$ cat config.mk
export PLATFORM = sky130hd
export DESIGN_NAME = c_len_8
export DESIGN_NICKNAME = d
export VERILOG_FILES = /design/src/rtl/c_len_8_pkg.sv /design/src/rtl/c_len_8_lit_decode.sv /design/src/rtl/c_len_8.sv
export SDC_FILE = /design/constraint.sdc
export NUM_CORES = 1
export LEC_CHECK = 0
export BUFFER_PORTS_ARGS = -buffer_cell sky130_fd_sc_hd__buf_2
export CORE_MARGIN = 5
export CORE_UTILIZATION = 40
export DETAILED_ROUTE_END_ITERATION = 12
export GPL_ROUTABILITY_DRIVEN = 0
export PLACE_DENSITY = 0.71
export SLEW_MARGIN = 20
export SYNTH_ARGS = -nofsm -noshare
export SYNTH_HDL_FRONTEND = slang
export SYNTH_SLANG_ARGS = --single-unit
$ cat constraint.sdc
create_clock -name vclk -period 5
set_clock_uncertainty 0.15 [all_clocks]
set_input_delay 1 -clock vclk [all_inputs]
set_output_delay 1 -clock vclk [all_outputs]
set_load 0.05 [all_outputs]
$ cat src/rtl/c_len_8_pkg.sv
// Literal encoding and slot helpers shared by the clause-length unit.
package clause_pkg;

    localparam logic [1:0] LIT_NONE = 2'b00;
    localparam logic [1:0] LIT_POS  = 2'b10;
    localparam logic [1:0] LIT_NEG  = 2'b01;
    localparam logic [1:0] LIT_BAD  = 2'b11;

    // Widest clause the slot helper can index (32 slots of 2 bits).
    localparam int CLAUSE_MAX_BITS = 64;

    typedef struct packed {
        logic is_lit;
        logic is_pos;
        logic is_neg;
        logic is_bad;
    } lit_flags_t;

    function automatic logic [1:0] get_lit(input logic [CLAUSE_MAX_BITS-1:0] clause,
                                           input int unsigned idx);
        return clause[2*idx +: 2];
    endfunction

endpackage

$ cat src/rtl/c_len_8_lit_decode.sv
// Single-slot literal decoder: classifies one 2-bit slot of a packed clause.
module lit_decode
    import clause_pkg::*;
(
    input  logic [1:0] i_lit,
    output logic       o_is_lit,
    output logic       o_is_pos,
    output logic       o_is_neg,
    output logic       o_is_bad
);

    assign o_is_lit = (i_lit != LIT_NONE);
    assign o_is_pos = (i_lit == LIT_POS);
    assign o_is_neg = (i_lit == LIT_NEG);
    assign o_is_bad = (i_lit == LIT_BAD);

endmodule

$ cat src/rtl/c_len_8.sv
// Clause-length unit: literal/polarity counts, unit/empty/malformed flags.
// Define C_LEN_REG_OUT_EN to register all outputs (1-cycle latency).
module c_len_8
    import clause_pkg::*;
#(
    parameter int NUM_VARS = 8,
    parameter int WIDTH    = 4
) (
    input  logic                  clk,
    input  logic                  rst,
    input  logic                  valid_i,
    input  logic [NUM_VARS*2-1:0] clause_i,
    output logic                  valid_o,
    output logic [WIDTH-1:0]      len_o,
    output logic [WIDTH-1:0]      pos_cnt_o,
    output logic [WIDTH-1:0]      neg_cnt_o,
    output logic                  empty_o,
    output logic                  unit_o,
    output logic [WIDTH-1:0]      unit_idx_o,
    output logic                  malformed_o
);

    generate
        if (WIDTH < $clog2(NUM_VARS + 1)) begin : g_width_check
            $error("c_len_8: WIDTH too small to hold NUM_VARS");
        end
        if (NUM_VARS * 2 > CLAUSE_MAX_BITS) begin : g_size_check
            $error("c_len_8: NUM_VARS exceeds slot helper range");
        end
    endgenerate

    logic [CLAUSE_MAX_BITS-1:0] w_clause_ext;
    logic [NUM_VARS-1:0]        w_is_lit;
    logic [NUM_VARS-1:0]        w_is_pos;
    logic [NUM_VARS-1:0]        w_is_neg;
    logic [NUM_VARS-1:0]        w_is_bad;

    assign w_clause_ext = CLAUSE_MAX_BITS'(clause_i);

    genvar gi;
    generate
        for (gi = 0; gi < NUM_VARS; gi++) begin : g_slot
            logic [1:0] w_lit;
            assign w_lit = get_lit(w_clause_ext, gi);
            lit_decode u_dec (
                .i_lit    (w_lit),
                .o_is_lit (w_is_lit[gi]),
                .o_is_pos (w_is_pos[gi]),
                .o_is_neg (w_is_neg[gi]),
                .o_is_bad (w_is_bad[gi])
            );
        end
    endgenerate

    logic [WIDTH-1:0] w_len;
    logic [WIDTH-1:0] w_pos;
    logic [WIDTH-1:0] w_neg;
    logic [WIDTH-1:0] w_idx;
    logic             w_bad;
    logic             w_empty;
    logic             w_unit;

    always_comb begin
        w_len = '0;
        w_pos = '0;
        w_neg = '0;
        for (int i = 0; i < NUM_VARS; i++) begin
            w_len = w_len + WIDTH'(w_is_lit[i]);
            w_pos = w_pos + WIDTH'(w_is_pos[i]);
            w_neg = w_neg + WIDTH'(w_is_neg[i]);
        end
    end

    // Scan from the top down so the lowest nonzero slot wins.
    always_comb begin
        w_idx = '0;
        for (int i = NUM_VARS - 1; i >= 0; i--) begin
            if (w_is_lit[i]) begin
                w_idx = WIDTH'(i);
            end
        end
    end

    assign w_bad   = |w_is_bad;
    assign w_empty = ~|w_is_lit;
    assign w_unit  = (w_len == WIDTH'(1));

`ifdef C_LEN_REG_OUT_EN
    logic             r_valid;
    logic [WIDTH-1:0] r_len;
    logic [WIDTH-1:0] r_pos;
    logic [WIDTH-1:0] r_neg;
    logic [WIDTH-1:0] r_idx;
    logic             r_bad;
    logic             r_empty;
    logic             r_unit;

    // Data holds while idle; only the valid flag drops.
    always_ff @(posedge clk) begin
        if (rst) begin
            r_valid <= 1'b0;
            r_len   <= '0;
            r_pos   <= '0;
            r_neg   <= '0;
            r_idx   <= '0;
            r_bad   <= 1'b0;
            r_empty <= 1'b1;
            r_unit  <= 1'b0;
        end else begin
            r_valid <= valid_i;
            if (valid_i) begin
                r_len   <= w_len;
                r_pos   <= w_pos;
                r_neg   <= w_neg;
                r_idx   <= w_idx;
                r_bad   <= w_bad;
                r_empty <= w_empty;
                r_unit  <= w_unit;
            end
        end
    end

    assign valid_o     = r_valid;
    assign len_o       = r_len;
    assign pos_cnt_o   = r_pos;
    assign neg_cnt_o   = r_neg;
    assign unit_idx_o  = r_idx;
    assign malformed_o = r_bad;
    assign empty_o     = r_empty;
    assign unit_o      = r_unit;
`else
    logic w_unused_clk_rst;
    assign w_unused_clk_rst = clk ^ rst;

    assign valid_o     = valid_i;
    assign len_o       = w_len;
    assign pos_cnt_o   = w_pos;
    assign neg_cnt_o   = w_neg;
    assign unit_idx_o  = w_idx;
    assign malformed_o = w_bad;
    assign empty_o     = w_empty;
    assign unit_o      = w_unit;
`endif

endmodule

After elaboration in Yosys (flattened, before gate mapping)
Index checks and enable logic that the tools add are counted.
- output and inout bits: 20
- logic and storage cells: 65
- register bits after elaboration: 0
- input bits: 19
- add/subtract/negate cells: 21
- multiplexer cells: 8
- equality and inequality tests: 25
- reduce and logical (&&, ||, !) cells: 11
- operator list (operator ; count):
    $add A4 B1 Y4 ; 12
    $eq A2 B2 Y1 const B ; 16
    $mux W4 ; 7
    $eq A2 B1 Y1 const B ; 8
    $reduce_bool A2 Y1 ; 8
    $reduce_or A8 Y1 ; 2
    $add A3 B1 Y4 ; 3
    $add A2 B1 Y3 ; 3
    $add A1 B1 Y2 ; 3
    $eq A4 B1 Y1 const B ; 1
    $mux W3 ; 1
    $logic_not A1 Y1 ; 1

Longest topological paths before layout
Gate-level depths: netlist (run 1).
- depth after elaboration: 9
- gate-level depth with buffers: 12
- mapped depth without buffers: 12

By module
A second synthesis (run 1) with hierarchy kept.
- cell total of the unflattened synthesis: 116
- area, all modules: 903.4 sq um
- modules (own cells, without submodules) (module ; sequential area each (sq um) ; cells each ; instances ; area an instance (sq um)):
    c_len_8 ; 0.0 ; 84 ; 1 ; 673.1
    lit_decode ; 0.0 ; 4 ; 8 ; 28.8

Least setup slack after synthesis (run 1)
Ideal clock, no wire load.
- path kind: input to output
- start: input clause_i[1]
- end: output unit_o
- data required time: 3.850 ns
- path slack: -1.175 ns
- buffers on the path: 0
- arrival: 5.025 ns
- stages on the path: 12
- path through: nor2_2 -> inv_1 -> fa_1 -> inv_1 -> fa_1 -> fa_1 -> inv_1 -> ha_1 -> inv_1 -> fa_1 -> xnor2_1 -> nor3_1
- longest elaborated chain between the ends: 9
- RTL lines (item ; RTL line ; RTL):
    from (decl) ; c_len_8.sv:12 ; input logic [NUM_VARS*2-1:0] clause_i,
    $reduce_bool A2 Y1 ; c_len_8_lit_decode.sv:12 ; assign o_is_lit = (i_lit != LIT_NONE);
    $add A1 B1 Y2 ; c_len_8.sv:68 ; w_len = w_len + WIDTH'(w_is_lit[i]);
    $add A2 B1 Y3 ; c_len_8.sv:68 ;
    $add A3 B1 Y4 ; c_len_8.sv:68 ;
    $add A4 B1 Y4 (4 in series) ; c_len_8.sv:68 ;
    named net len_o[2] ; c_len_8.sv:14 ; output logic [WIDTH-1:0] len_o,
    $eq A4 B1 Y1 ; c_len_8.sv:86 ; assign w_unit = (w_len == WIDTH'(1));
    to (decl) ; c_len_8.sv:18 ; output logic unit_o,
The timed path passes the listed nets, and every way through them passes these cells.

Worst setup path after layout (run 1)
- start: input clause_i[6]
- end: output unit_o
- longest elaborated chain between the ends: 7
- RTL lines (item ; RTL line):
    $reduce_bool A2 Y1 ; c_len_8_lit_decode.sv:12
    $add A3 B1 Y4 ; c_len_8.sv:68
    $add A4 B1 Y4 (4 in series) ; c_len_8.sv:68
    $eq A4 B1 Y1 ; c_len_8.sv:86
Every way passes these cells.

==> metrics, run 1 <==
Yosys warning total=0; drt first pass iters=4; Most common cell on crit path=fa_1; class of the worst hold path=in2out; failing checks=setup timing; die width=55.37 um; CP Max Fanout=4; CP top delay family=adder cells; uppermost routed layer=met4; Final #Nets=205; Power Density=269.5 nW/um^2; mux share of post-synthesis cell area=0%; Remaining DRCs=0; Core Util, Final=73.09%; main combinational cell family by area after synthesis=adder cells; GRT Overall Usage=15.38%; syn_area_per_cell=8.071 um^2; CP cell instances=buf_6 > or2_4 > fa_1 > inv_1 > fa_1 > fa_1 > inv_1 > ha_2 > inv_2 > fa_2 > nand2_2 > nor3_4 > buf_6; worst setup path endpoint=unit_o; Routed met3 length=141 um; WL per Instance=12.99 um; core area=1962 um^2; Mapped Nets=143; Leak Pwr=0.7152 nW; CP max stage cell=fa_2; Ports=39; hpwl dp=1788 um; Final setup viols=1; delay of the slowest cell on the worst path=540 ps; max_cap viols=0; Data required, critical path=3850 ps; Worst setup SP type=input port; Area Overhead vs Synth=74.16%; Final Slew Violations=0; routed length on met1=955 um; Post-DRT Antenna Nets=0; dpl cells=167; adder-cell share of the synthesized area=44.38%; Synth Area in XOR/XNOR=3.191%; # diodes=0; Yosys cell types=24; Mapped Cells=102; met2 routed WL=1349 um; Tcrit/Tclk final=103.6%; hold buffers post-CTS=0; CP startpoint=clause_i[6]; Via density=4.688; Fill cells=158; Starting DRT DRC Count=14; Initial Util=41.96%; proportion of layout cells with a drive suffix above 1=54.32%; Synth Area in Simple Gates=30.70%; synthesized cell area=823.3 um^2; final instance count without filler cells=189; Vias=886; Die Height=55.37 um; RSZ-0062 raised after global routing=true; sequential cells=0; Worst path depth=13; Worst setup EP type=primary output; minimum clock period=5182 ps; Worst VDD drop=0.0003668 V; Overflow after GRT=0; Crit Path Category=in2out; Final Hold Fails=0; sequential share of the synthesized area=0%; DRT Wirelength=2455 um; Register Area=0 um^2; first-pass GRT wire length=4015 um; status=finished with violations; initial antenna violation count=0; Worst Path Arrival=4030 ps; CP Buf/Inv Count=5; pin count of the biggest net entering global routing=6; Multi-input gate area=815.8 um^2; final worst setup slack=-181.7 ps; Std-Cell Rows=16; post-synthesis compound-gate area fraction=8.511%; final-layout clock buffer total=0; fmax=193.0 MHz; Port Buffers=34; full die area=3065 um^2; vias in the first global route=994
-- routing by layer --
| layer | global-route usage, % | vias to the layer above |
|---|---|---|
| li1 | - | 437 |
| met4 | 4.167 | 0 |
| met1 | 17.35 | 418 |
| met2 | 28.55 | 29 |
| met3 | 3.497 | 2 |
| met5 | 0 | - |
-- worst min-delay path by stage --
stage,from,to,depth (start not counted)
2_1_floorplan,valid_i,valid_o,1
6_report,valid_i,valid_o,0
3_5_place_dp,valid_i,valid_o,0
3_3_place_gp,valid_i,valid_o,0
4_1_cts,valid_i,valid_o,0
5_1_grt,valid_i,valid_o,0
-- power by group --
part	internal (mW)	total (mW)	switching, mW
logic	0.149	0.386	0.237
registers	0	0	0
clock network	0	0	0
-- cell type report --
cell class                 count  share of cell area, %
multi-input combinational     76                  56.89
timing repair buffer          62                  34.47
inverter                      24                  6.283
tap                           27                  2.356
-- cell usage in the layout (no fill, tap or decap), types with 2 or more instances in the layout --
master,count
fa_2,3
nor2b_1,8
nor2_1,2
nand4_1,2
inv_2,4
inv_1,20
buf_6,21
ha_1,7
buf_2,20
ha_2,3
nand3_1,2
or2b_1,2
a21oi_1,4
nand2_1,3
buf_4,21
xnor2_4,3
nand2b_1,8
nor2_4,4
fa_1,9
a22oi_1,4
nor2_2,3
-- cells in the mapped netlist (all sizes together) --
library cell / n / share of area [%]
a21oi: 4 / 2.4
a22oi: 4 / 3.6
and3: 1 / 0.76
buf: 2 / 1.8
conb: 1 / 0.46
fa: 12 / 29
ha: 10 / 15
inv: 24 / 11
nand2: 4 / 1.8
nand2b: 8 / 6.1
nand3: 2 / 1.2
nand4: 2 / 1.5
nor2: 9 / 7.4
nor2b: 9 / 6.8
nor3: 1 / 0.61
nor4: 1 / 1.5
o211ai: 1 / 0.91
o31ai: 1 / 1.5
or2: 1 / 1.1
or2b: 2 / 1.8
xnor2: 3 / 3.2
-- cells by family after synthesis --
logic type / Yosys count
compound gates: 10
xor+xnor: 3
other cells: 1
simple gates: 40
fa+ha+maj: 22
buf+inv: 26
-- what timing repair did --
item	4_1_cts	5_1_grt
gates resized for setup	25	20
endpoints found under the setup margin	7	9
buffers inserted	20	3
pin swaps	13	5
-- per-stage QoR --
step	TNS [ps]	hold slack, ps	area [um^2]	setup slack (ps)	total power, mW
5_1_grt	-456.9	1850	1434	-276.6	0.4139
4_1_cts	-187.6	1851	1359	-187.6	0.3651
2_1_floorplan	-141.2	2017	900.9	-141.2	0.2601
3_3_place_gp	-912.6	1851	1135	-268.0	0.3148
3_5_place_dp	-1170	1851	1135	-300.9	0.3238
6_report	-181.7	1850	1434	-181.7	0.3864
(Power assumes the default switching activity.)
==> run 2: changes to the inputs <==
--- a/config.mk
+++ b/config.mk
@@ -10,7 +10,7 @@
 export CORE_UTILIZATION = 40
 export DETAILED_ROUTE_END_ITERATION = 12
 export GPL_ROUTABILITY_DRIVEN = 0
-export PLACE_DENSITY = 0.71
+export PLACE_DENSITY_LB_ADDON = 0.1
 export SLEW_MARGIN = 20
 export SYNTH_ARGS = -nofsm -noshare
 export SYNTH_HDL_FRONTEND = slang
==> run 2 against run 1 <==
  * The flow still finishes with violations (setup timing)
  * Die area stayed put
  * Worst setup slack gained 73 ps
  * Total power is 1.7% lower
  * Count of clock-buffer cells in the layout stayed put
  * Critical endpoint unchanged
  * Largest power group unchanged
  * Highest routed layer unchanged
==> metrics, run 2 (synthesis results as in run 1) <==
Post-DRT Antenna Nets=0 (unchanged); sequential cells=0 (unchanged); Clock power frac=0% (about the same); switching share of total power=61.10% (was 61.39%); delay of the slowest cell on the worst path=540 ps (about the same); Fin Hold WS=1851 ps (was 1850 ps); Power Internal=147.8 uW (was 149.2 uW); proportion of layout cells with a drive suffix above 1=54.67% (was 54.32%); Final #Nets=193 (was 205); failing checks=setup timing (unchanged); most frequent cells in the layout=buf_2 (23), buf_4 (15), inv_1 (14) (was buf_4 (21), buf_6 (21), inv_1 (20), buf_2 (20), fa_1 (9)); Port Buffers=34 (unchanged); Worst setup EP type=primary output (unchanged); minimum clock period=5109 ps (was 5182 ps); vias in the first global route=866 (was 994); Most common cell on crit path=fa_1 (unchanged); Comb power frac=100.0% (about the same); WL per Instance=10.95 um (was 12.99 um); Via density=4.492 (was 4.688); Tcrit/Tclk final=102.2% (was 103.6%); Crit Path Category=in2out (unchanged); Register Area=0 um^2 (unchanged); first-pass GRT wire length=3463 um (was 4015 um); Initial Util=41.96% (unchanged); Worst VDD drop=0.0004373 V (was 0.0003668 V); initial antenna violation count=0 (unchanged); Starting DRT DRC Count=9 (was 14); final worst setup slack=-109.0 ps (was -181.7 ps); class of the worst hold path=in2out (unchanged); status=finished with violations (unchanged); part of the power in registers=0% (about the same); Leak Pwr=0.6507 nW (was 0.7152 nW); CP Max Fanout=2 (was 4); Std-Cell Rows=16 (unchanged); Ports=39 (unchanged); Finished Cell Area=1315 um^2 (was 1434 um^2); Data required, critical path=3850 ps (about the same); hpwl dp=1699 um (was 1788 um); core area=1962 um^2 (unchanged); CP cell instances=buf_8 > or2_4 > fa_1 > inv_1 > fa_1 > fa_1 > inv_1 > ha_2 > inv_2 > fa_2 > nand2_2 > nor3_4 > buf_6 (was buf_6 > or2_4 > fa_1 > inv_1 > fa_1 > fa_1 > inv_1 > ha_2 > inv_2 > fa_2 > nand2_2 > nor3_4 > buf_6); dpl cells=169 (was 167); Final Hold Fails=0 (unchanged); fmax=195.7 MHz (was 193.0 MHz); final instance count without filler cells=177 (was 189); commonest non-fill, non-tap cell in the layout=buf_2; Remaining DRCs=0 (unchanged); Final Slew Violations=0 (unchanged); Overall Power=380.0 uW (was 386.4 uW); full die area=3065 um^2 (unchanged); Vias=795 (was 886); Final setup viols=4 (was 1); CP max stage cell=fa_2 (unchanged); # diodes=0 (unchanged); Die Height=55.37 um (unchanged); Worst setup SP type=input port (unchanged); drt first pass iters=2 (was 4); die width=55.37 um (unchanged); Cell Area, Placed=1150 um^2 (was 1135 um^2); hold buffers post-CTS=0 (unchanged); GRT Overall Usage=12.95% (was 15.38%); Fill cells=182 (was 158); Area Overhead vs Synth=59.73% (was 74.16%); max_cap viols=0 (unchanged); Worst Path Arrival=3960 ps (was 4030 ps); CP startpoint=clause_i[6] (unchanged); Overflow after GRT=0 (unchanged); RSZ-0062 raised after global routing=true (unchanged); Core Util, Final=67.03% (was 73.09%); Psw=232.2 uW (was 237.2 uW); final-layout clock buffer total=0 (unchanged); Power Density=288.9 nW/um^2 (was 269.5 nW/um^2); pin count of the biggest net entering global routing=6 (unchanged); DRT Wirelength=1938 um (was 2455 um); worst setup path endpoint=unit_o (unchanged)
## run 2: how the worst min path moves through the flow
stage / startpoint / endpoint / slack, ps / depth (start not counted)
after floorplan: valid_i / valid_o / 2020 / 1
after global placement: valid_i / valid_o / 1850 / 0
after detailed placement: valid_i / valid_o / 1850 / 0
after CTS: valid_i / valid_o / 1850 / 0
after global routing: valid_i / valid_o / 1850 / 0
final: valid_i / valid_o / 1850 / 0
## run 2: per-stage QoR
stage | setup TNS (ps) | setup WS (ps)
floorplan | -141.2 | -141.2
global placement | -993.4 | -273.9
detailed placement | -1131 | -282.7
CTS | -198.6 | -198.6
global route | -578.8 | -211.4
finish | -172.2 | -109.0
## run 2: critical path, delay by kind of cell
kind	cells	cell delay (ps)
and+or+nand+nor	3	410
buffers and inverters	5	430
adders and majority gates	5	2090
## run 2: layout make-up
type	instances	area [um^2]	share of cell area [%]
multi-input cells	76	820.8	62.42
repair buffers	50	370.4	28.16
inverters	24	90.09	6.851
well taps	27	33.78	2.569
## run 2: power by group through the flow
stage	clock network (mW)	registers, mW	logic, mW
2_1_floorplan	0	0	0.260
3_3_place_gp	0	0	0.316
3_5_place_dp	0	0	0.320
4_1_cts	0	0	0.350
5_1_grt	0	0	0.408
6_report	0	0	0.380
## run 2: timing repair
item,in CTS,in global routing
gates resized for setup,20,20
setup buffers,4,4
gates cloned,0,0
pin swaps,13,6
endpoints found under the setup margin,7,7
## run 2: layer usage
layer / wire length (um) / up-vias / GRT usage, %
met5: 0 / - / 0
li1: - / 410 / -
met1: 788 / 361 / 15.46
met4: 34 / 0 / 0
met3: 110 / 2 / 2.098
met2: 1005 / 22 / 25.34
